**config.mk**
```make
export PLATFORM = sky130hd
export DESIGN_NAME = pixel_scanner
export DESIGN_NICKNAME = d
export VERILOG_FILES = /design/src/rtl/pixel_scanner.sv
export SDC_FILE = /design/constraint.sdc
export NUM_CORES = 1
export LEC_CHECK = 0
export CAP_MARGIN = 20
export CORE_ASPECT_RATIO = 0.6
export CORE_UTILIZATION = 40
export CTS_CLUSTER_DIAMETER = 60
export DETAILED_ROUTE_END_ITERATION = 12
export GPL_TIMING_DRIVEN = 0
export SLEW_MARGIN = 15
export SYNTH_ARGS = -nofsm -noshare
export SYNTH_HDL_FRONTEND = slang
export SYNTH_SLANG_ARGS = --single-unit
```
**constraint.sdc**
```tcl
create_clock -name clk_i -period 8.7 [get_ports clk_i]
set_input_delay 2.61 -clock clk_i [delete_from_list [all_inputs] [get_ports clk_i]]
set_output_delay 2.61 -clock clk_i [all_outputs]
set_load 0.02 [all_outputs]
```
**src/rtl/pixel_scanner.sv**
```systemverilog
// pixel_scanner: raster-scan pixel source for the Mandelbrot pipeline.
// Walks one frame row-major and presents (x, y) with the complex coordinate
// a = re_origin + x*delta, b = im_origin + y*delta, built by accumulation.
//
// Ports
//   clk_i          clock
//   rst_i          synchronous reset, active-high
//   start_i        begin a frame (pulse or level; ignored while busy)
//   delta_i        per-pixel step, signed Q10.21, latched at start
//   re_origin_i    real coordinate of x=0, latched at start
//   im_origin_i    imaginary coordinate of y=0, latched at start
//   out_ready_i    downstream accepts the current pixel
//   out_valid_o    x/y/a/b hold a valid pixel
//   x_o, y_o       pixel column / row
//   a_o, b_o       real / imaginary coordinate
//   eol_o, eof_o   last pixel of line / frame (qualified by out_valid_o)
//   busy_o         frame in progress
//   done_o         one-cycle pulse after the last pixel is accepted
module pixel_scanner #(
  parameter int unsigned H_RES = 640,
  parameter int unsigned V_RES = 480,
  parameter int unsigned W     = 32
) (
  input  logic         clk_i,
  input  logic         rst_i,
  input  logic         start_i,
  input  logic [W-1:0] delta_i,
  input  logic [W-1:0] re_origin_i,
  input  logic [W-1:0] im_origin_i,
  input  logic         out_ready_i,
  output logic         out_valid_o,
  output logic [9:0]   x_o,
  output logic [9:0]   y_o,
  output logic [W-1:0] a_o,
  output logic [W-1:0] b_o,
  output logic         eol_o,
  output logic         eof_o,
  output logic         busy_o,
  output logic         done_o
);

  localparam logic [9:0] XLast = 10'(H_RES - 1);
  localparam logic [9:0] YLast = 10'(V_RES - 1);

  typedef enum logic [1:0] {
    StIdle,
    StRun,
    StDone
  } state_e;

  state_e       state_q, state_d;
  logic [9:0]   x_q, x_d;
  logic [9:0]   y_q, y_d;
  logic [W-1:0] a_q, a_d;
  logic [W-1:0] b_q, b_d;
  logic [W-1:0] delta_q, delta_d;
  logic [W-1:0] re_q, re_d;
  logic [W-1:0] im_q, im_d;

  always_comb begin
    state_d = state_q;
    x_d     = x_q;
    y_d     = y_q;
    a_d     = a_q;
    b_d     = b_q;
    delta_d = delta_q;
    re_d    = re_q;
    im_d    = im_q;

    case (state_q)
      StIdle: begin
        if (start_i) begin
          delta_d = delta_i;
          re_d    = re_origin_i;
          im_d    = im_origin_i;
          x_d     = '0;
          y_d     = '0;
          a_d     = re_origin_i;
          b_d     = im_origin_i;
          state_d = StRun;
        end
      end
      StRun: begin
        // Without a transfer every pixel field holds.
        if (out_ready_i) begin
          if (x_q != XLast) begin
            x_d = x_q + 10'd1;
            a_d = a_q + delta_q;
          end else if (y_q != YLast) begin
            // Reload a from the latched origin instead of accumulating, so each
            // line starts bit-exact and per-line error cannot build up.
            x_d = '0;
            a_d = re_q;
            y_d = y_q + 10'd1;
            b_d = b_q + delta_q;
          end else begin
            state_d = StDone;
          end
        end
      end
      // start in this cycle is left for the following idle cycle.
      StDone:  state_d = StIdle;
      default: state_d = StIdle;
    endcase
  end

  always_ff @(posedge clk_i) begin
    if (rst_i) begin
      state_q <= StIdle;
      x_q     <= '0;
      y_q     <= '0;
      a_q     <= '0;
      b_q     <= '0;
      delta_q <= '0;
      re_q    <= '0;
      im_q    <= '0;
    end else begin
      state_q <= state_d;
      x_q     <= x_d;
      y_q     <= y_d;
      a_q     <= a_d;
      b_q     <= b_d;
      delta_q <= delta_d;
      re_q    <= re_d;
      im_q    <= im_d;
    end
  end

  always_comb begin
    out_valid_o = (state_q == StRun);
    busy_o      = (state_q == StRun);
    done_o      = (state_q == StDone);
    x_o         = x_q;
    y_o         = y_q;
    a_o         = a_q;
    b_o         = b_q;
    // Qualified with valid so flags are quiet in idle/done.
    eol_o       = out_valid_o && (x_q == XLast);
    eof_o       = eol_o && (y_q == YLast);
  end

endmodule

```
# Word-level counts from Yosys, hierarchy flattened
# Cells that the tools add are included.
# totals
word_cells	55
inputBits	100
ff_bits	150
out_inout_bits	89
# classes
n_eq_ne	12
n_reduce_logical	8
n_addsub	4
n_mux	24
# ops
operator	n
two-way mux 32 bit	8
case mux 32 bit (2 select lines)	2
two-way mux 10 bit	7
adder 32 bit	2
case mux 10 bit (2 select lines)	2
adder 10 x 1 -> 10 bit, second input constant	2
== test 10 bit, second input constant	1
== test 10 x 9 -> 1 bit, second input constant	1
inequality test 10 bit, second input constant	1
inequality test 10 x 9 -> 1 bit, second input constant	1
two-way mux 2 bit	4
inequality test 2 bit, second input constant	4
AND reduction 4 bit	2
AND reduction 5 bit	1
case mux 2 bit (2 select lines)	1
inequality test 3 x 1 -> 1 bit, second input constant	1
== test 2 x 1 -> 1 bit, second input constant	1
== test 2 bit, second input constant	1
logical AND 1 bit	2
zero test 2 bit	1
inequality test 2 x 1 -> 1 bit, second input constant	1
AND reduction 2 bit	1
nonzero test 2 bit	1

# Logic depth before layout (Yosys ltp)
# Gate-level depths: netlist of the first run.
# depth
ltp_word	5
mapped_depth	13

# Least setup slack after synthesis of the first run
# OpenSTA, ideal clock, no wires.
# synth_path
kind	register to output
start	reg x_q[0] (netlist: x_o[0])
end	out eof_o
required_time_ps	6090
path_slack_ps	4230
arrival_time_ps	1860
stages_incl_launch_ff	9
path_cell_list	dfxtp_1 > ha_1 > inv_1 > nor2_1 > and3_1 > clkbuf_1 > and2_1 > nand2_1 > inv_2
# synth_between
elab_chain_cells	3
# synth_rtl
item	line_no	rtl
start, declared	52	logic [9:0] x_q, x_d;
start signal, assigned	110	x_q <= '0;
start signal, assigned	119	x_q <= x_d;
== test 10 bit	138	eol_o = out_valid_o && (x_q == XLast);
logical AND 1 bit	138	
named net eol_o	36	output logic eol_o,
logical AND 1 bit	139	eof_o = eol_o && (y_q == YLast);
end, declared	37	output logic eof_o,
# The timed path passes the listed nets, and every way through them passes these cells.

# Final worst setup path of the first run
# layout_path
start	reg state_q[1]
end	out out_valid_o
# layout_between
elab_chain_cells	1
# layout_rtl
item	line_no	rtl
start, declared	51	state_e state_q, state_d;
start signal, assigned	109	state_q <= StIdle;
start signal, assigned	118	state_q <= state_d;
== test 2 x 1 -> 1 bit	130	out_valid_o = (state_q == StRun);
end, declared	31	output logic out_valid_o,
# No other way between the ends.

==> results.yml, run 1 <==
sta:
  tightest_slew_ps: 1081
  slew_headroom: 0.2748
  finalCritPeriodShare: 0.6820
  fmax_mhz: 168.5
  maxSlewViolCount: 0
  final_hold_viol_count: 0
  fin_crit_ps: 5933
  setup_tns_ps: 0
  skew_ps: 10.65
  rsz0062_at_grt: "no"
  setup_viol: 0
yosys:
  netlist_top_cells_count: "nand2_1, a21oi_1, dfxtp_1"
  synth_most_common_cell: "nand2_1"
  synth_mux_area_frac: 0.006419
  yosysWarnings: 0
  ys_dominant_reg_cell: "dfxtp_1"
  syn_inst: 1259
  netlist_area_um2: 9356
  yosysTopAreaCellShare: 0.3209
  synth_top_family_by_area: "compound AO/OA/AOI/OAI gates"
  syn_area_per_cell_um2: 7.432
  ys_ff_latch: 150
  synth_fp_nets: 1425
  synth_cell_types: 62
  synth-async-reset-ratio: 0
  synth_compound_area_frac: 0.2684
  synthAdderAreaFrac: 0.08986
  synth_area_leaders: "dfxtp_1, a21oi_1, nand2_1"
  synth-edff-count: 0
  yosysSeqAreaShare: 0.3209
  synthSimpleGateAreaFrac: 0.2168
  synth_area_leader_cell: "dfxtp_1"
  synth-xor-area-share: 0.05710
setup_path:
  critical_path_class: "reg2out"
  endpoint_kind: "output pin"
  timing.rr.start: "y_o[1]"
  r2r_cells: 8
  rrSetupSlack_ps: 4990
  start_kind: "flip-flop"
  required_ps: 6090
  critical_path.max_fanout: 11
  r2r_end: "b_o[28]"
  arrival_ps: 3320
floorplan:
  start_util: 0.4160
  num_io_pins: 189
  die-area_um2: 24030
  die_w_um: 199.4
  num_rows: 42
  core-area_um2: 22490
  die_y_um: 120.5
final_layout:
  fillCellCount: 2211
  layout-drive-gt1-share: 0.02975
  syn2layout_area_growth_pct: 30.48
  finalNetCount: 1632
  diodes: 0
  fin_cells: 1787
drt:
  drtIter0Drc: 1194
  firstDrtPassIters: 6
  wl_per_cell_um: 20.99
  vias: 10253
  drc: 0
  wl_um: 37500
  ant_nets: 0
  via_per_inst: 5.738
job:
  maxCapViolCount: 0
power:
  vdd.ir_drop.worst_mv: 0.1322
  power_density_nw_per_um2: 168.3
  p_leak_uw: 0.004765
worst_hold_path:
  hold_depth: 2
  min_to: "re_q[5]"
  hold_class: "reg2reg"
  hp-start: "re_q[5]"
clock_tree:
  cts_hold_buf: 0
  clock_sinks: 150
  cts_tree: "done"
  post_cts_resize_count: 0
  cts_max_level: 4
  cts_buffers: 17
  cts_setup_buffers: 0
  root_buffer: "clkbuf_16"
  path_clk_slew_ps: 60
  clk_latency_ps: 450
  clockBufferDepth: 2
grt:
  first_global_vias: 9058
  grt_max_degree: 17
  grt_pass1_wl_um: 55050
  antenna_found_initial: 1
  grt_use_total: 0.3121
  grt_overflow: 0
place:
  gp_congestion: 0.9790
  placedCellCount: 1755
  port_buffers: 188
  hpwl_um: 28230
status:
  outcome: "complete, no violations"
final cells by class:
| class | count | area, um2 | share of cell area |
|---|---|---|---|
| Clock inverter | 13 | 131.4 | 0.01076 |
| Inverter | 23 | 86.33 | 0.007072 |
| Tap cell | 308 | 385.4 | 0.03157 |
| Clock buffer | 19 | 452.9 | 0.03710 |
| Timing Repair Buffer | 188 | 1882 | 0.1541 |
| Buffer | 76 | 292.8 | 0.02398 |
| Sequential cell | 150 | 3003 | 0.2460 |
| Multi-Input combinational cell | 1010 | 5974 | 0.4894 |
how the worst max path moves through the flow:
stage	start	end	slack, ps	cells after the start
2_1_floorplan	x_o[0]	eof_o	4230	8
3_3_place_gp	out_ready_i	b_o[14]	3270	8
3_5_place_dp	out_ready_i	b_o[14]	3270	8
4_1_cts	state_q[1]	out_valid_o	2850	7
5_1_grt	state_q[1]	out_valid_o	2680	7
6_report	state_q[1]	out_valid_o	2770	7
critical path, stage by stage (launching register included):
cell and delay [ps]:
dfxtp_1 370, nand2b_1 160, clkbuf_1 210, inv_2 160, clkbuf_1 520, buf_1 650, buf_4 220, clkdlybuf4s50_1 590
kinds of logic after synthesis:
logic type      count (synthesis)
simple gates                  472
compound gates                405
flops                         150
buf+inv                        99
fa+ha+maj                      66
xor+xnor                       61
mux                             6
stage by stage:
stage / hold WS, ps / worst slack (ps) / total power (uW) / utilization / area [um2]
finish: 455.7 / 2767 / 2055 / 0.5428 / 12210
global route: 473.6 / 2682 / 2137 / 0.5428 / 12210
CTS: 458.3 / 2848 / 2047 / 0.5428 / 12210
detailed placement: 448.2 / 3267 / 1293 / 0.5168 / 11620
global placement: 442.3 / 3268 / 1289 / 0.5168 / 11620
floorplan: 436.0 / 4230 / 1076 / - / 9356
placed cells by master, fill, tap and decap left out, drive strengths merged, types with 3 or more instances in the layout:
cell / n
nand3: 30
clkdlybuf4s50: 188
o22ai: 4
nand2b: 6
o21a: 9
a211oi: 26
nand3b: 3
nand4: 16
nand2: 248
a311oi: 10
xnor2: 29
buf: 10
xor2: 32
a21oi: 187
a21o: 31
nor3: 28
o21ai: 53
or3: 9
o31ai: 3
clkbuf: 85
and3: 6
dfxtp: 150
o311ai: 3
o41ai: 4
nor4: 4
o211ai: 31
mux2i: 6
nor2: 106
clkinv: 9
inv: 23
a31oi: 8
nor2b: 5
o21bai: 12
ha: 64
a221oi: 11
registers in the layout, summed over array words and instances, names as in the netlist:
register,cells
a_o,32
b_o,32
delta_q,32
re_q,32
state_q,2
x_o,10
y_o,10
routing by layer:
metal | up-vias | track usage | routed length (um)
met5 | - | 0 | 9
met4 | 2 | 0.07109 | 471
met3 | 46 | 0.08368 | 4599
met2 | 561 | 0.4164 | 14540
met1 | 4733 | 0.4834 | 17880
li1 | 4911 | - | -
report_power, final:
group / internal [uW] / switching, uW
sequential: 732 / 53.5
clock: 435 / 326
combinational: 210 / 298
total: 1380 / 678
(Power assumes the default switching activity.)
==> run 2, diff against run 1 <==
--- a/config.mk
+++ b/config.mk
@@ -11,6 +11,7 @@
 export CTS_CLUSTER_DIAMETER = 60
 export DETAILED_ROUTE_END_ITERATION = 12
 export GPL_TIMING_DRIVEN = 0
+export PLACE_DENSITY = 0.67
 export SLEW_MARGIN = 15
 export SYNTH_ARGS = -nofsm -noshare
 export SYNTH_HDL_FRONTEND = slang
==> constraint.sdc (replaced) <==
create_clock -name clk_i -period 5.1 [get_ports clk_i]
set_input_delay 1.53 -clock clk_i [delete_from_list [all_inputs] [get_ports clk_i]]
set_output_delay 1.53 -clock clk_i [all_outputs]
set_load 0.02 [all_outputs]
==> results.yml, run 2 (synthesized netlist as in run 1, its figures left out) <==
clock_tree:
  path_clk_slew_ps: 60
  post_cts_resize_count: 0
  cts_setup_buffers: 0
  clockBufferDepth: 2
  clock_sinks: 150
  cts_tree: "done"
  clk_latency_ps: 450
  cts_hold_buf: 0
  cts_buffers: 17
  root_buffer: "clkbuf_16"
  cts_max_level: 4
power:
  p_int_uw: 2349
  p_leak_uw: 0.004758
  p_comb_frac: 0.247
  vdd.ir_drop.worst_mv: 0.2395
  p_sw_frac: 0.3282
  p_clk_frac: 0.369
  power_frac_seq: 0.384
  netSwitchingPower_uw: 1148
  power_density_nw_per_um2: 286.4
sta:
  setup_tns_ps: 0
  fin_crit_ps: 4873
  setup_viol: 0
  skew_ps: 8.963
  maxSlewViolCount: 0
  finalCritPeriodShare: 0.9555
  tightest_slew_ps: 1177
  rsz0062_at_grt: "no"
  fmax_mhz: 205.2
  final_hold_viol_count: 0
  slew_headroom: 0.2100
setup_path:
  start_kind: "flip-flop"
  crit_buf_inv: 6
  arrival_ps: 3340
  endpoint_kind: "output pin"
  critical_path.cell_chain: "nand2b_1 -> clkbuf_1 -> inv_2 -> clkbuf_1 -> buf_1 -> buf_4 -> clkdlybuf4s50_1"
  cp_slowest_cell: "buf_1"
  cp_slowest_stage_delay_ps: 620
  critical_path_class: "reg2out"
  critical_path.max_fanout: 11
  cp_common_cell: "clkbuf_1"
  required_ps: 3570
  cpLargestDelayFamily: "buffers and inverters"
final_layout:
  fillCellCount: 2170
  layout_commonest_cell: "nand2_1"
  diodes: 0
  syn2layout_area_growth_pct: 30.45
  final_cell_mix: "nand2_1, clkdlybuf4s50_1, a21oi_1"
  layout-drive-gt1-share: 0.02909
  finalNetCount: 1632
  post-route-cell-area_um2: 12210
grt:
  grt_overflow: 0
  antenna_found_initial: 0
  grt_use_total: 0.3064
  grt_max_degree: 17
  grt_pass1_wl_um: 54700
  first_global_vias: 9444
floorplan:
  start_util: 0.4160
  die_y_um: 120.5
  die-area_um2: 24030
  num_io_pins: 189
  num_rows: 42
  core-area_um2: 22490
  die_w_um: 199.4
drt:
  via_per_inst: 5.854
  wl_met2_um: 14620
  firstDrtPassIters: 5
  top_layer: "met4"
  wl_met3_um: 4526
  drtIter0Drc: 1006
  m1WireLength_um: 16940
  wl_um: 36710
  ant_nets: 0
  wl_per_cell_um: 20.55
  vias: 10456
  drc: 0
status:
  outcome: "complete, no violations"
worst_hold_path:
  hold_class: "reg2reg"
place:
  gp_congestion: 0.9686
  placed_area_um2: 11620
  port_buffers: 188
  hpwl_um: 28100
job:
  maxCapViolCount: 0
run 2: area by class of cell:
cell class | count | area, um2 | share of cell area
Buffer | 76 | 292.8 | 0.02399
Clock buffer | 19 | 452.9 | 0.03711
Clock inverter | 12 | 128.9 | 0.01056
Inverter | 23 | 86.33 | 0.007073
Multi-Input combinational cell | 1010 | 5974 | 0.4895
Sequential cell | 150 | 3003 | 0.2460
Tap cell | 308 | 385.4 | 0.03157
Timing Repair Buffer | 188 | 1882 | 0.1542
run 2: worst paths after layout:
kind	end	cells past startpoint	startpoint	slack [ps]
min reg2reg	re_q[3]	2	re_q[3]	460
min	re_q[3]	2	re_q[3]	460
max	out_valid_o	7	state_q[0]	230
max reg2reg	b_o[28]	8	y_o[1]	1400
run 2: layer usage:
metal,up-vias,global-route usage
met3,45,0.08061
met4,0,0.07729
met5,-,0
met2,593,0.4236
met1,4899,0.4614
li1,4919,-
run 2: power by group through the flow:
stage          sequential, uW  combinational (uW)  clock, uW
2_1_floorplan            1380                 456          0
3_3_place_gp             1360                 830          0
3_5_place_dp             1360                 843          0
4_1_cts                  1340                 849       1290
5_1_grt                  1350                 931       1350
6_report                 1340                 865       1290
run 2: metrics by stage:
step | hold WS [ps] | utilization | setup WS [ps] | total power (uW) | instances
after floorplan | 436.0 | - | 1710 | 1836 | 1259
after global placement | 441.7 | 0.5168 | 740.2 | 2191 | 1755
after detailed placement | 448.9 | 0.5168 | 671.6 | 2206 | 1755
after CTS | 458.6 | 0.5427 | 350.4 | 3472 | 1786
after global routing | 473.8 | 0.5427 | 170.2 | 3626 | 1786
final | 459.7 | 0.5427 | 227.1 | 3496 | 1786
run 2: worst reg2reg max path, stage by stage (launching register included):
cell,delay (ps)
dfxtp_1,470
ha_1,220
nand2_1,90
nor4_1,730
nor2b_1,140
o21ai_1,940
clkbuf_1,660
a21oi_1,140
a211oi_1,230
==> run 3, diff against run 2 <==
--- a/config.mk
+++ b/config.mk
@@ -12,6 +12,7 @@
 export DETAILED_ROUTE_END_ITERATION = 12
 export GPL_TIMING_DRIVEN = 0
 export PLACE_DENSITY = 0.67
+export RECOVER_POWER = 100
 export SLEW_MARGIN = 15
 export SYNTH_ARGS = -nofsm -noshare
 export SYNTH_HDL_FRONTEND = slang
==> results.yml, run 3 (synthesized netlist as in run 1, its figures left out) <==
status:
  outcome: "complete, but fails checks"
  failed_checks: "max-capacitance violations, max-slew violations"
grt:
  grt_max_degree: 17
  antenna_found_initial: 1
  grt_overflow: 0
  grt_pass1_wl_um: 54700
  first_global_vias: 9444
  grt_use_total: 0.3064
final_layout:
  layout-drive-gt1-share: 0.02909
  fillCellCount: 2170
  finalNetCount: 1632
  diodes: 0
  layout_commonest_cell: "nand2_1"
  final_cell_mix: "nand2_1, a21oi_1, dfxtp_1"
  fin_util: 0.5427
  syn2layout_area_growth_pct: 30.45
  post-route-cell-area_um2: 12210
job:
  maxCapViolCount: 1
setup_path:
  critical_path_class: "reg2out"
  cp_slowest_cell: "dlygate4sd3_1"
  required_ps: 3570
  r2r_cells: 8
  critical_path.max_fanout: 11
  cpLargestDelayFamily: "buffers and inverters"
  crit_buf_inv: 6
  timing.rr.start: "y_o[1]"
  crit_cells: 7
  cp_slowest_stage_delay_ps: 660
  start_kind: "flip-flop"
  critical_path.cell_chain: "nand2b_1 -> clkbuf_1 -> inv_2 -> clkbuf_1 -> clkbuf_1 -> buf_4 -> dlygate4sd3_1"
  r2r_end: "b_o[28]"
  cp_common_cell: "clkbuf_1"
  arrival_ps: 3390
  endpoint_kind: "output pin"
  rrSetupSlack_ps: 950
sta:
  fin_crit_ps: 4923
  rsz0062_at_grt: "no"
  setup_viol: 0
  tightest_slew_ps: 1788
  slew_headroom: -0.2049
  fin_hold_ws_ps: 457.9
  setup_tns_ps: 0
  final_hold_viol_count: 0
  finalCritPeriodShare: 0.9652
  maxSlewViolCount: 9
  skew_ps: 9.781
  fmax_mhz: 203.1
clock_tree:
  cts_tree: "done"
  cts_max_level: 4
  clock_sinks: 150
  post_cts_resize_count: 0
  cts_setup_buffers: 0
  path_clk_slew_ps: 60
  clockBufferDepth: 2
  cts_hold_buf: 0
  root_buffer: "clkbuf_16"
  cts_buffers: 17
  clk_latency_ps: 450
drt:
  via_per_inst: 5.840
  wl_per_cell_um: 20.52
  ant_nets: 0
  drc: 0
  vias: 10430
  drtIter0Drc: 1035
  wl_um: 36660
  firstDrtPassIters: 7
power:
  power_density_nw_per_um2: 284.5
  vdd.ir_drop.worst_mv: 0.2376
  p_leak_uw: 0.005004
place:
  gp_congestion: 0.9686
  placed_area_um2: 11620
  hpwl_um: 28100
  port_buffers: 188
floorplan:
  core-area_um2: 22490
  start_util: 0.4160
  die_y_um: 120.5
  die-area_um2: 24030
  die_w_um: 199.4
  num_io_pins: 189
  num_rows: 42
worst_hold_path:
  hold_class: "reg2reg"
  min_to: "re_q[14]"
  hold_depth: 2
  hp-start: "re_q[14]"
[run 3: stage by stage]
stage / worst slack (ps) / std cells / power, uW
after floorplan: 1710 / 1259 / 1836
after global placement: 740.2 / 1755 / 2191
after detailed placement: 671.6 / 1755 / 2206
after CTS: 350.4 / 1786 / 3472
after global routing: 105.8 / 1786 / 3607
final: 177.3 / 1786 / 3472
[run 3: power by group]
group | internal (uW) | total [uW] | leakage [uW] | switching, uW
clock | 742 | 1280 | 0.000281 | 542
sequential | 1250 | 1340 | 0.00123 | 90.4
combinational | 341 | 849 | 0.00349 | 508
[run 3: worst reg2reg max path, delay by kind of cell (launching register included)]
kind | cells | cell delay [ps]
AOI/OAI and AO/OA | 3 | 1750
and+or+nand+nor | 3 | 960
adders and majority gates | 1 | 230
DFF | 1 | 470
buffers and inverters | 1 | 660
[run 3: worst max-delay path by stage]
| stage | from | to |
|---|---|---|
| after global placement | start_i | b_o[19] |
| after detailed placement | start_i | b_o[19] |
| after CTS | state_q[1] | out_valid_o |
| final | state_q[1] | out_valid_o |
| after global routing | state_q[0] | out_valid_o |
| after floorplan | x_o[0] | eof_o |
[run 3: cell type report]
class	instances	area, um2	area share
Buffer	76	292.8	0.02399
Clock inverter	12	128.9	0.01056
Multi-Input combinational cell	1010	5974	0.4895
Sequential cell	150	3003	0.2460
Clock buffer	19	452.9	0.03711
Tap cell	308	385.4	0.03157
Timing Repair Buffer	188	1882	0.1542
Inverter	23	86.33	0.007073
[run 3: layer usage]
layer	vias up	global-route usage	routed length, um
met5	-	0	0
met4	0	0.07729	637
met3	52	0.08061	4768
met2	593	0.4236	14490
met1	4872	0.4614	16760
li1	4913	-	-
